===== config.mk =====
export PLATFORM = sky130hd
export DESIGN_NAME = morse_char_transmitter_flat
export DESIGN_NICKNAME = d
export VERILOG_FILES = /design/src/rtl/morse_char_transmitter_if.sv /design/src/rtl/morse_char_transmitter.sv /design/src/flat_wrapper.sv
export SDC_FILE = /design/constraint.sdc
export NUM_CORES = 1
export LEC_CHECK = 0
export CAP_MARGIN = 20
export CORE_ASPECT_RATIO = 2
export CORE_MARGIN = 5
export CORE_UTILIZATION = 45
export DETAILED_ROUTE_END_ITERATION = 6
export PLACE_DENSITY = 0.73
export SKIP_CTS_REPAIR_TIMING = 1
export SLEW_MARGIN = 20
export SYNTH_ARGS = -nofsm -noshare
export SYNTH_HDL_FRONTEND = slang
export SYNTH_SLANG_ARGS = --single-unit

===== constraint.sdc =====
create_clock -name clk_i -period 5 [get_ports clk_i]
set_input_delay 1 -clock clk_i [delete_from_list [all_inputs] [get_ports clk_i]]
set_output_delay 1 -clock clk_i [all_outputs]
set_load 0.01 [all_outputs]

===== src/rtl/morse_char_transmitter_if.sv =====
// Character handshake and Morse line bundle for morse_char_transmitter.
// The character source uses the master modport; the transmitter uses slave.
interface morse_char_transmitter_if #(
    parameter int DOT_PERIOD_W = 16
);
    logic [7:0]              tx_char;
    logic                    char_valid;
    logic                    char_ready;
    logic [DOT_PERIOD_W-1:0] dot_period;
    logic                    morse;
    logic                    busy;
    logic                    unknown;
    logic                    dot_period_error;

    modport master (
        output tx_char, char_valid, dot_period,
        input  char_ready, morse, busy, unknown, dot_period_error
    );

    modport slave (
        input  tx_char, char_valid, dot_period,
        output char_ready, morse, busy, unknown, dot_period_error
    );
endinterface


===== src/rtl/morse_char_transmitter.sv =====
// Encodes one ASCII character per handshake into a registered Morse waveform.
// Define MORSE_TX_DIGITS_EN to add '0'-'9' (5-element codes); otherwise digits are unknown.
module morse_char_transmitter #(
    parameter int DOT_PERIOD_W = 16
) (
    input  logic                    clk_i,
    input  logic                    rst_i,
    morse_char_transmitter_if.slave bus
);
`ifdef MORSE_TX_DIGITS_EN
    localparam int ELEM_W = 5;
`else
    localparam int ELEM_W = 4;
`endif
    localparam int IDX_W = $clog2(ELEM_W);
    localparam int CNT_W = DOT_PERIOD_W + 2;

    typedef enum logic [2:0] {
        IDLE     = 3'd0,
        MARK     = 3'd1,
        ELEM_GAP = 3'd2,
        CHAR_GAP = 3'd3,
        WORD_GAP = 3'd4
    } state_t;

    // Pattern is read MSB-first over len elements; a 1 bit is a dash.
    typedef struct packed {
        logic              known;
        logic [2:0]        len;
        logic [ELEM_W-1:0] pat;
    } code_t;

    function automatic code_t mk(input logic [2:0] len, input logic [4:0] pat);
        code_t r;
        r.known = 1'b1;
        r.len   = len;
        r.pat   = ELEM_W'(pat);
        return r;
    endfunction

    function automatic code_t lookup(input logic [7:0] c);
        code_t      r;
        logic [7:0] u;
        u = ((c >= 8'h61) && (c <= 8'h7A)) ? (c - 8'h20) : c;
        case (u)
            8'h41: r = mk(3'd2, 5'b00001);
            8'h42: r = mk(3'd4, 5'b01000);
            8'h43: r = mk(3'd4, 5'b01010);
            8'h44: r = mk(3'd3, 5'b00100);
            8'h45: r = mk(3'd1, 5'b00000);
            8'h46: r = mk(3'd4, 5'b00010);
            8'h47: r = mk(3'd3, 5'b00110);
            8'h48: r = mk(3'd4, 5'b00000);
            8'h49: r = mk(3'd2, 5'b00000);
            8'h4A: r = mk(3'd4, 5'b00111);
            8'h4B: r = mk(3'd3, 5'b00101);
            8'h4C: r = mk(3'd4, 5'b00100);
            8'h4D: r = mk(3'd2, 5'b00011);
            8'h4E: r = mk(3'd2, 5'b00010);
            8'h4F: r = mk(3'd3, 5'b00111);
            8'h50: r = mk(3'd4, 5'b00110);
            8'h51: r = mk(3'd4, 5'b01101);
            8'h52: r = mk(3'd3, 5'b00010);
            8'h53: r = mk(3'd3, 5'b00000);
            8'h54: r = mk(3'd1, 5'b00001);
            8'h55: r = mk(3'd3, 5'b00001);
            8'h56: r = mk(3'd4, 5'b00001);
            8'h57: r = mk(3'd3, 5'b00011);
            8'h58: r = mk(3'd4, 5'b01001);
            8'h59: r = mk(3'd4, 5'b01011);
            8'h5A: r = mk(3'd4, 5'b01100);
`ifdef MORSE_TX_DIGITS_EN
            8'h30: r = mk(3'd5, 5'b11111);
            8'h31: r = mk(3'd5, 5'b01111);
            8'h32: r = mk(3'd5, 5'b00111);
            8'h33: r = mk(3'd5, 5'b00011);
            8'h34: r = mk(3'd5, 5'b00001);
            8'h35: r = mk(3'd5, 5'b00000);
            8'h36: r = mk(3'd5, 5'b10000);
            8'h37: r = mk(3'd5, 5'b11000);
            8'h38: r = mk(3'd5, 5'b11100);
            8'h39: r = mk(3'd5, 5'b11110);
`endif
            default: begin
                r       = mk(3'd0, 5'b00000);
                r.known = 1'b0;
            end
        endcase
        return r;
    endfunction

    state_t                  state_r, state_n_s;
    logic [CNT_W-1:0]        cnt_r, cnt_n_s;
    logic [DOT_PERIOD_W-1:0] p_r, p_n_s, p_sel_s;
    logic [ELEM_W-1:0]       elem_r, elem_n_s;
    logic [IDX_W-1:0]        idx_r, idx_n_s, idx0_s;
    logic [CNT_W-1:0]        p_ext_s, dot_s, three_s, four_s;
    code_t                   lk_s;
    logic                    morse_r, morse_n_s, ready_r, ready_n_s, busy_r;
    logic                    unknown_r, unknown_n_s, dp_err_r, dp_err_n_s;

    // Phase lengths minus one, from the latched period or the one being accepted.
    always_comb begin
        p_sel_s = (state_r == IDLE) ? bus.dot_period : p_r;
        p_ext_s = {2'b00, p_sel_s};
        dot_s   = p_ext_s - {{(CNT_W-1){1'b0}}, 1'b1};
        three_s = (p_ext_s << 1) + p_ext_s - {{(CNT_W-1){1'b0}}, 1'b1};
        four_s  = (p_ext_s << 2) - {{(CNT_W-1){1'b0}}, 1'b1};
        lk_s    = lookup(bus.tx_char);
        idx0_s  = IDX_W'(lk_s.len - 3'd1);
    end

    // Next-state and next-output logic.
    always_comb begin
        state_n_s   = state_r;
        cnt_n_s     = cnt_r;
        p_n_s       = p_r;
        elem_n_s    = elem_r;
        idx_n_s     = idx_r;
        morse_n_s   = 1'b0;
        unknown_n_s = 1'b0;
        dp_err_n_s  = 1'b0;
        case (state_r)
            IDLE: begin
                if (bus.char_valid) begin
                    if (bus.dot_period == {DOT_PERIOD_W{1'b0}}) begin
                        dp_err_n_s = 1'b1;
                    end else if (bus.tx_char == 8'h20) begin
                        p_n_s     = bus.dot_period;
                        cnt_n_s   = four_s;
                        state_n_s = WORD_GAP;
                    end else if (lk_s.known) begin
                        p_n_s     = bus.dot_period;
                        elem_n_s  = lk_s.pat;
                        idx_n_s   = idx0_s;
                        cnt_n_s   = lk_s.pat[idx0_s] ? three_s : dot_s;
                        morse_n_s = 1'b1;
                        state_n_s = MARK;
                    end else begin
                        unknown_n_s = 1'b1;
                    end
                end else begin
                    state_n_s = IDLE;
                end
            end
            MARK: begin
                if (cnt_r == {CNT_W{1'b0}}) begin
                    if (idx_r == {IDX_W{1'b0}}) begin
                        cnt_n_s   = three_s;
                        state_n_s = CHAR_GAP;
                    end else begin
                        cnt_n_s   = dot_s;
                        idx_n_s   = idx_r - {{(IDX_W-1){1'b0}}, 1'b1};
                        state_n_s = ELEM_GAP;
                    end
                end else begin
                    cnt_n_s   = cnt_r - {{(CNT_W-1){1'b0}}, 1'b1};
                    morse_n_s = 1'b1;
                end
            end
            ELEM_GAP: begin
                if (cnt_r == {CNT_W{1'b0}}) begin
                    cnt_n_s   = elem_r[idx_r] ? three_s : dot_s;
                    morse_n_s = 1'b1;
                    state_n_s = MARK;
                end else begin
                    cnt_n_s = cnt_r - {{(CNT_W-1){1'b0}}, 1'b1};
                end
            end
            CHAR_GAP, WORD_GAP: begin
                if (cnt_r == {CNT_W{1'b0}}) begin
                    state_n_s = IDLE;
                end else begin
                    cnt_n_s = cnt_r - {{(CNT_W-1){1'b0}}, 1'b1};
                end
            end
            default: begin
                state_n_s = IDLE;
            end
        endcase
        ready_n_s = (state_n_s == IDLE);
    end

    // FSM state register.
    always_ff @(posedge clk_i or posedge rst_i) begin
        if (rst_i) begin
            state_r <= IDLE;
        end else begin
            state_r <= state_n_s;
        end
    end

    // Datapath and registered outputs.
    always_ff @(posedge clk_i or posedge rst_i) begin
        if (rst_i) begin
            cnt_r     <= {CNT_W{1'b0}};
            p_r       <= {DOT_PERIOD_W{1'b0}};
            elem_r    <= {ELEM_W{1'b0}};
            idx_r     <= {IDX_W{1'b0}};
            morse_r   <= 1'b0;
            ready_r   <= 1'b1;
            busy_r    <= 1'b0;
            unknown_r <= 1'b0;
            dp_err_r  <= 1'b0;
        end else begin
            cnt_r     <= cnt_n_s;
            p_r       <= p_n_s;
            elem_r    <= elem_n_s;
            idx_r     <= idx_n_s;
            morse_r   <= morse_n_s;
            ready_r   <= ready_n_s;
            busy_r    <= ~ready_n_s;
            unknown_r <= unknown_n_s;
            dp_err_r  <= dp_err_n_s;
        end
    end

    assign bus.morse            = morse_r;
    assign bus.char_ready       = ready_r;
    assign bus.busy             = busy_r;
    assign bus.unknown          = unknown_r;
    assign bus.dot_period_error = dp_err_r;
endmodule


===== src/flat_wrapper.sv =====
// flat-port wrapper written by rule: the top's interface ports become plain ports
module morse_char_transmitter_flat 
#(
    parameter int DOT_PERIOD_W = 16
)
  (clk_i, rst_i, bus_tx_char, bus_char_valid, bus_dot_period, bus_char_ready, bus_morse, bus_busy, bus_unknown, bus_dot_period_error);
  morse_char_transmitter_if #(.DOT_PERIOD_W(DOT_PERIOD_W)) bus_i ();
  input  logic clk_i;
  input  logic rst_i;
  input wire logic [$bits(bus_i.tx_char)-1:0] bus_tx_char;
  input wire logic [$bits(bus_i.char_valid)-1:0] bus_char_valid;
  input wire logic [$bits(bus_i.dot_period)-1:0] bus_dot_period;
  output wire logic [$bits(bus_i.char_ready)-1:0] bus_char_ready;
  output wire logic [$bits(bus_i.morse)-1:0] bus_morse;
  output wire logic [$bits(bus_i.busy)-1:0] bus_busy;
  output wire logic [$bits(bus_i.unknown)-1:0] bus_unknown;
  output wire logic [$bits(bus_i.dot_period_error)-1:0] bus_dot_period_error;
  assign bus_i.tx_char = bus_tx_char;
  assign bus_i.char_valid = bus_char_valid;
  assign bus_i.dot_period = bus_dot_period;
  assign bus_char_ready = bus_i.char_ready;
  assign bus_morse = bus_i.morse;
  assign bus_busy = bus_i.busy;
  assign bus_unknown = bus_i.unknown;
  assign bus_dot_period_error = bus_i.dot_period_error;
  morse_char_transmitter #(.DOT_PERIOD_W(DOT_PERIOD_W)) u_core (.clk_i(clk_i), .rst_i(rst_i), .bus(bus_i));
endmodule

# Word-level counts from Yosys, hierarchy flattened
# Memory sizes are Yosys's and may differ from the RTL's.
# Cells that the tools add are included.
# totals
mem_bits_ro,1024
memories,1
reg_bits,48
in_bits,27
out_inout_bits,5
word_cells,104
# op_classes
bitwise,3
mux,51
n_reduce_logical,14
eq_ne,13
magnitude_cmp,4
add_sub_neg,8
# memory_table
memory,depth,word_bits,rd,rd_ports_with_merged_regs,wr,line_no,source
(name not given),128,8,1,0,0,morse_char_transmitter.sv:45,case (u)
# op_table
operator,n
two-way mux 18 bit,10
case mux 18 bit (4 select lines),1
"subtractor 18 x 1 -> 18 bit, second input constant",3
two-way mux 16 bit,3
two-way mux 3 bit,7
adder 17 x 16 -> 18 bit,1
logical NOT 18 bit,1
two-way mux 1 bit,17
"subtractor 16 x 1 -> 17 bit, second input constant",1
logical NOT 16 bit,1
two-way mux 8 bit,2
two-way mux 2 bit,6
case mux 3 bit (4 select lines),1
"inequality test 2 bit, second input constant",5
AND reduction 5 bit,2
"== test 8 x 6 -> 1 bit, second input constant",1
">= comparator 8 x 7 -> 1 bit, second input constant",1
"less-or-equal comparator 8 x 7 -> 1 bit, second input constant",1
"subtractor 8 x 6 -> 8 bit, second input constant",1
AND reduction 7 bit,1
"== test 3 x 2 -> 1 bit, second input constant",2
logical NOT 3 bit,2
"less-than comparator 2 x 3 -> 1 bit, second input constant",2
binary-select mux 1 bit (select 2 bit),2
other kinds (14),19

# Logic depth before layout (Yosys ltp)
# An unclocked memory read counts as a cell.
# logic_depth
ltp_word,14
mapped_depth,18
ltp_nobuf,15

# Worst setup path after synthesis
# Ideal clock, no wire load.
# synth_timing
path_type,reg-to-reg
startpoint,register u_core.state_r[2]
endpoint,register u_core.cnt_r[14]
slack_ns,0.618
t_arrival_ns,4.261
required_time_ns,4.879
setup_ns,0.121
path_stages_with_launch,17
n_path_buf,3
synth_period_minus_slack_ns,4.382
path_cell_list,dfrtp_1 > clkbuf_1 > nor3_1 > clkbuf_1 > buf_1 > mux2i_1 > ha_1 > inv_1 > ha_1 > and3_1 > a221oi_1 > o21ai_0 > a21oi_1 > o21ba_2 > xor2_1 > o2111ai_1 > a22o_1
# synth_between
elab_chain_len,10
elab_cells_between_ends,27
classes_between,add/sub: 4; eq/ne: 8; mux: 11; reduce/logical: 4
# synth_rtl
element,line_no,source
start: declaration,morse_char_transmitter.sv:92,"state_t state_r, state_n_s;"
start signal: assignment,morse_char_transmitter.sv:189,state_r <= state_n_s;
logical NOT 3 bit,"morse_char_transmitter.sv:104, morse_char_transmitter.sv:123",
two-way mux 16 bit,morse_char_transmitter.sv:104,p_sel_s = (state_r == IDLE) ? bus.dot_period : p_r;
adder 17 x 16 -> 18 bit,morse_char_transmitter.sv:107,"three_s = (p_ext_s << 1) + p_ext_s - {{(CNT_W-1){1'b0}}, 1'b1};"
subtractor 18 x 1 -> 18 bit,morse_char_transmitter.sv:107,
two-way mux 18 bit,morse_char_transmitter.sv:136,cnt_n_s = lk_s.pat[idx0_s] ? three_s : dot_s;
two-way mux 18 bit,morse_char_transmitter.sv:132,end else if (lk_s.known) begin
two-way mux 18 bit,morse_char_transmitter.sv:128,end else if (bus.tx_char == 8'h20) begin
two-way mux 18 bit,morse_char_transmitter.sv:126,if (bus.dot_period == {DOT_PERIOD_W{1'b0}}) begin
two-way mux 18 bit,morse_char_transmitter.sv:125,if (bus.char_valid) begin
case mux 18 bit (4 select lines),morse_char_transmitter.sv:123,case (state_r)
end signal: assignment,morse_char_transmitter.sv:196,cnt_r <= {CNT_W{1'b0}};
end signal: assignment,morse_char_transmitter.sv:206,cnt_r <= cnt_n_s;
end: declaration,morse_char_transmitter.sv:93,"logic [CNT_W-1:0] cnt_r, cnt_n_s;"
# Several ways; a longest one is shown, not always the timed one. The select of a mux whose other input is x is not followed.
# A chain may end at the register's enable or synchronous reset.

# Worst setup path in the final report
# Ends and elaborated chain as after synthesis.

==> results by group <==
Route
  • Drt wl/cell: 19.58 um
  • DRT Pass-1 Iters: 7
  • Total Wirelength: 17000 um
  • Drt drc: 3
  • Metal3 WL: 857 um
  • Highest metal used: met4
  • Post-DRT Antenna Nets: 0
  • Via count: 5425
  • Met1 wire length: 6220 um
  • Post-DR vias/cell: 6.250
  • Initial DRC count: 468
  • Met2 wire len: 8840 um

Synth
  • Synth async-reset ratio: 100.0%
  • Main synth FF type: dfrtp_1
  • Main combinational cell family by area after synthesis: simple AND/OR/NAND/NOR gates
  • Register area share after synthesis: 22.44%
  • Adder-Cell Fraction of Synth Area: 10.37%
  • Simple-Gate Fraction of Synth Area: 24.71%
  • Synth Instances: 702
  • Mean post-synth cell area: 7.632 sq um
  • Library cells used by synthesis: 76
  • Yosys warns: 0
  • Xor/xnor cell area share of the yosys netlist: 6.049%
  • Compound-Gate Fraction of Synth Area: 23.68%
  • Cell Area, Synth: 0.005358 sq mm
  • Mux contribution to synthesized area: 6.586%
  • EDFF count, synth: 0
  • Yosys reg bits: 48
  • Syn nets: 772

Clocking
  • H-tree depth: 2
  • Clk slew on worst S/H paths: 0.07 ns
  • CTS Sinks: 48
  • Root Buffer: clkbuf_16
  • TritonCTS Buffers: 5
  • Clock buffer depth: 2
  • Clk_lat worst skew: 0.30 ns
  • CTS tree: done

Worst hold path
  • Worst Hold Class: reg -> reg

Setup path
  • CP peak stage delay: 0.59 ns
  • Slowest cell on crit path: dfrtp_1
  • Crit Reg-Reg Endpoint: u_core.cnt_r[14]
  • Worst-path cell chain: nor3_2 > buf_4 > mux2i_1 > ha_1 > inv_1 > ha_1 > and3_1 > a221oi_1 > o21ai_0 > a21oi_1 > o21ba_2 > xor2_1 > o2111ai_1 > a22o_1
  • Critical Path Sink Type: flip-flop
  • R2R depth: 14
  • CP Launch Type: flip-flop
  • CP Capture Point: u_core.cnt_r[14]
  • R2R setup slack: 0.53 ns
  • Crit path DAT: 4.66 ns
  • RR Startpoint: u_core.state_r[2]
  • Critical Path Start: u_core.state_r[2]
  • Critical Path Fanout Max: 20
  • WS Path Type: reg -> reg
  • Worst EP required: 5.19 ns
  • Cell mode on critical path: ha_1

STA
  • Setup violations, final: 0
  • Count of pins over their slew limit: 0
  • Hold_ws: 0.4745 ns
  • Setup TNS: 0 ns
  • F_max: 0.2238 GHz
  • Slew of the pin with the lowest slew margin: 1.217 ns
  • RSZ-0062 raised after global routing: no
  • Final period utilization: 89.38%
  • Final Hold Fails: 0
  • Final clock skew: 0.006607 ns
  • Slew headroom: 18.88%
  • Final Worst Setup Slack: 0.5310 ns
  • Fin crit period: 4.469 ns

Power and ir drop
  • Peak supply drop: 0.1801 mV
  • Power Density: 218.9 mW/mm^2
  • Net Switching: 482.4 uW
  • Reg power frac: 37.0%
  • Sw Share: 36.90%
  • Leak: 0.002567 uW
  • Int Pwr: 825.1 uW
  • Clock network power share: 27.7%
  • Combinational Power Share: 35.3%

Global routing
  • Gr ovfl total: 0
  • Total track usage: 24.51%
  • First-pass GRT wire length: 27700 um
  • Largest net degree at the start of global routing: 49
  • Vias in the first global route: 5450
  • Initial antenna violation count: 0

Floorplanning
  • Initial Utilization: 45.79%
  • Die height: 164.3 um
  • Die W: 87.16 um
  • Ports: 32
  • Core footprint: 0.01170 sq mm
  • FP Rows: 56
  • Die ar.: 0.01432 sq mm

Layout
  • Nets: 792
  • FILL cells: 1096
  • Post-Layout Cell Count: 868
  • Diode count: 0
  • Share of cells above drive strength 1: 7.331%
  • Final Util: 51.04%
  • Syn-to-layout area delta: 11.47%

Placed design
  • Placer congestion estimate: 0.9523
  • DP Cell Count: 860
  • PortBufs: 31
  • Pre-CTS setup slack: 0.2887 ns
  • Detail Placement HPWL: 13330 um

Outcome
  • Outcome: finished, violations left
  • Failing checks: design-rule violations

Run
  • Total of max-cap violations: 0
cell usage in the layout (no fill, tap or decap), types with 10 or more instances in the layout:
cell	instances
and3_1	11
inv_1	44
dfrtp_1	47
mux2i_1	27
nand2_1	104
clkdlybuf4s50_1	31
o21ai_0	41
nand3_1	20
xnor2_1	18
o31ai_1	12
or2_2	10
a21oi_1	38
ha_1	42
a31oi_1	11
nor3_1	20
nor2_1	44
xor2_1	19
buf_4	14
cells in the mapped netlist, types with 9 or more instances:
cell type	n	area (sq um)
nand2_1	104	390.4
dfrtp_1	47	1176
inv_1	45	168.9
nor2_1	44	165.2
ha_1	42	525.5
o21ai_0	41	205.2
a21oi_1	38	190.2
mux2i_1	27	270.3
clkbuf_1	24	90.09
nor3_1	22	110.1
nand3_1	20	100.1
xor2_1	19	166.4
xnor2_1	18	157.7
o31ai_1	12	90.09
a31oi_1	11	68.82
and3_1	11	68.82
or2_2	10	62.56
o211ai_1	9	67.56
o22ai_1	9	56.30
or3_1	9	56.30
logic make-up (layout without fill, tap and decap cells):
logic type	Yosys count	after routing
buffers and inverters	80	101
and+or+nand+nor	272	272
muxes	33	33
AOI/OAI and AO/OA	188	188
DFF	48	48
adders and majority gates	44	44
xor gates and xnor gates	37	37
metrics by stage:
stage                     instance area, sq um  power [uW]
after floorplan                           5358       811.6
after global placement                    5817       927.4
after detailed placement                  5817       939.3
after CTS                                 5971        1301
after global routing                      5972        1384
final                                     5972        1308
registers in the layout, indices dropped and copies added (netlist names):
| name | flops |
|---|---|
| u_core.cnt_r | 18 |
| u_core.p_r | 16 |
| u_core.elem_r | 4 |
| u_core.state_r | 3 |
| u_core.idx_r | 2 |
| u_core.bus.busy | 1 |
| u_core.bus.char_ready | 1 |
| u_core.bus.dot_period_error | 1 |
| u_core.bus.morse | 1 |
| u_core.bus.unknown | 1 |
layer usage:
metal / track usage [%] / vias to the layer above
met4: 14.73 / 0
met5: 0 / -
li1: - / 2601
met1: 26.86 / 2500
met3: 2.761 / 74
met2: 43.98 / 250
worst min path at each step:
stage | endpoint | from | slack (ns) | cells past startpoint
final | u_core.p_r[14] | u_core.p_r[14] | 0.47 | 2
after global placement | u_core.p_r[6] | u_core.p_r[6] | 0.46 | 2
after detailed placement | u_core.p_r[6] | u_core.p_r[6] | 0.46 | 2
after floorplan | u_core.elem_r[2] | u_core.elem_r[2] | 0.44 | 2
after global routing | u_core.p_r[7] | u_core.p_r[7] | 0.50 | 2
after CTS | u_core.p_r[6] | u_core.p_r[6] | 0.48 | 2
power groups by stage:
stage | Sequential [uW] | Clock [uW] | Combinational, uW
3_3_place_gp | 484 | 0 | 444
3_5_place_dp | 487 | 0 | 452
2_1_floorplan | 467 | 0 | 344
5_1_grt | 489 | 382 | 513
6_report | 483 | 363 | 462
4_1_cts | 480 | 366 | 455
critical path: cells and delay by family (launching register included):
kind	cells	cell delay [ns]
buffers and inverters	2	0.39
xor gates and xnor gates	1	0.17
AOI/OAI and AO/OA	6	1.67
DFF	1	0.59
adders and majority gates	2	0.65
muxes	1	0.46
and+or+nand+nor	2	0.42
cell type report:
| cell class | instances | area [sq um] | share of cell area, % |
|---|---|---|---|
| clock buffer | 6 | 138.9 | 2.326 |
| clock inverter | 2 | 15.01 | 0.2514 |
| inverter | 48 | 183.9 | 3.080 |
| multi-input combinational | 574 | 3835 | 64.22 |
| sequential | 48 | 1202 | 20.13 |
| tap | 145 | 181.4 | 3.038 |
| timing repair buffer | 45 | 415.4 | 6.956 |
No activity file was read; power rests on OpenSTA's default activity.
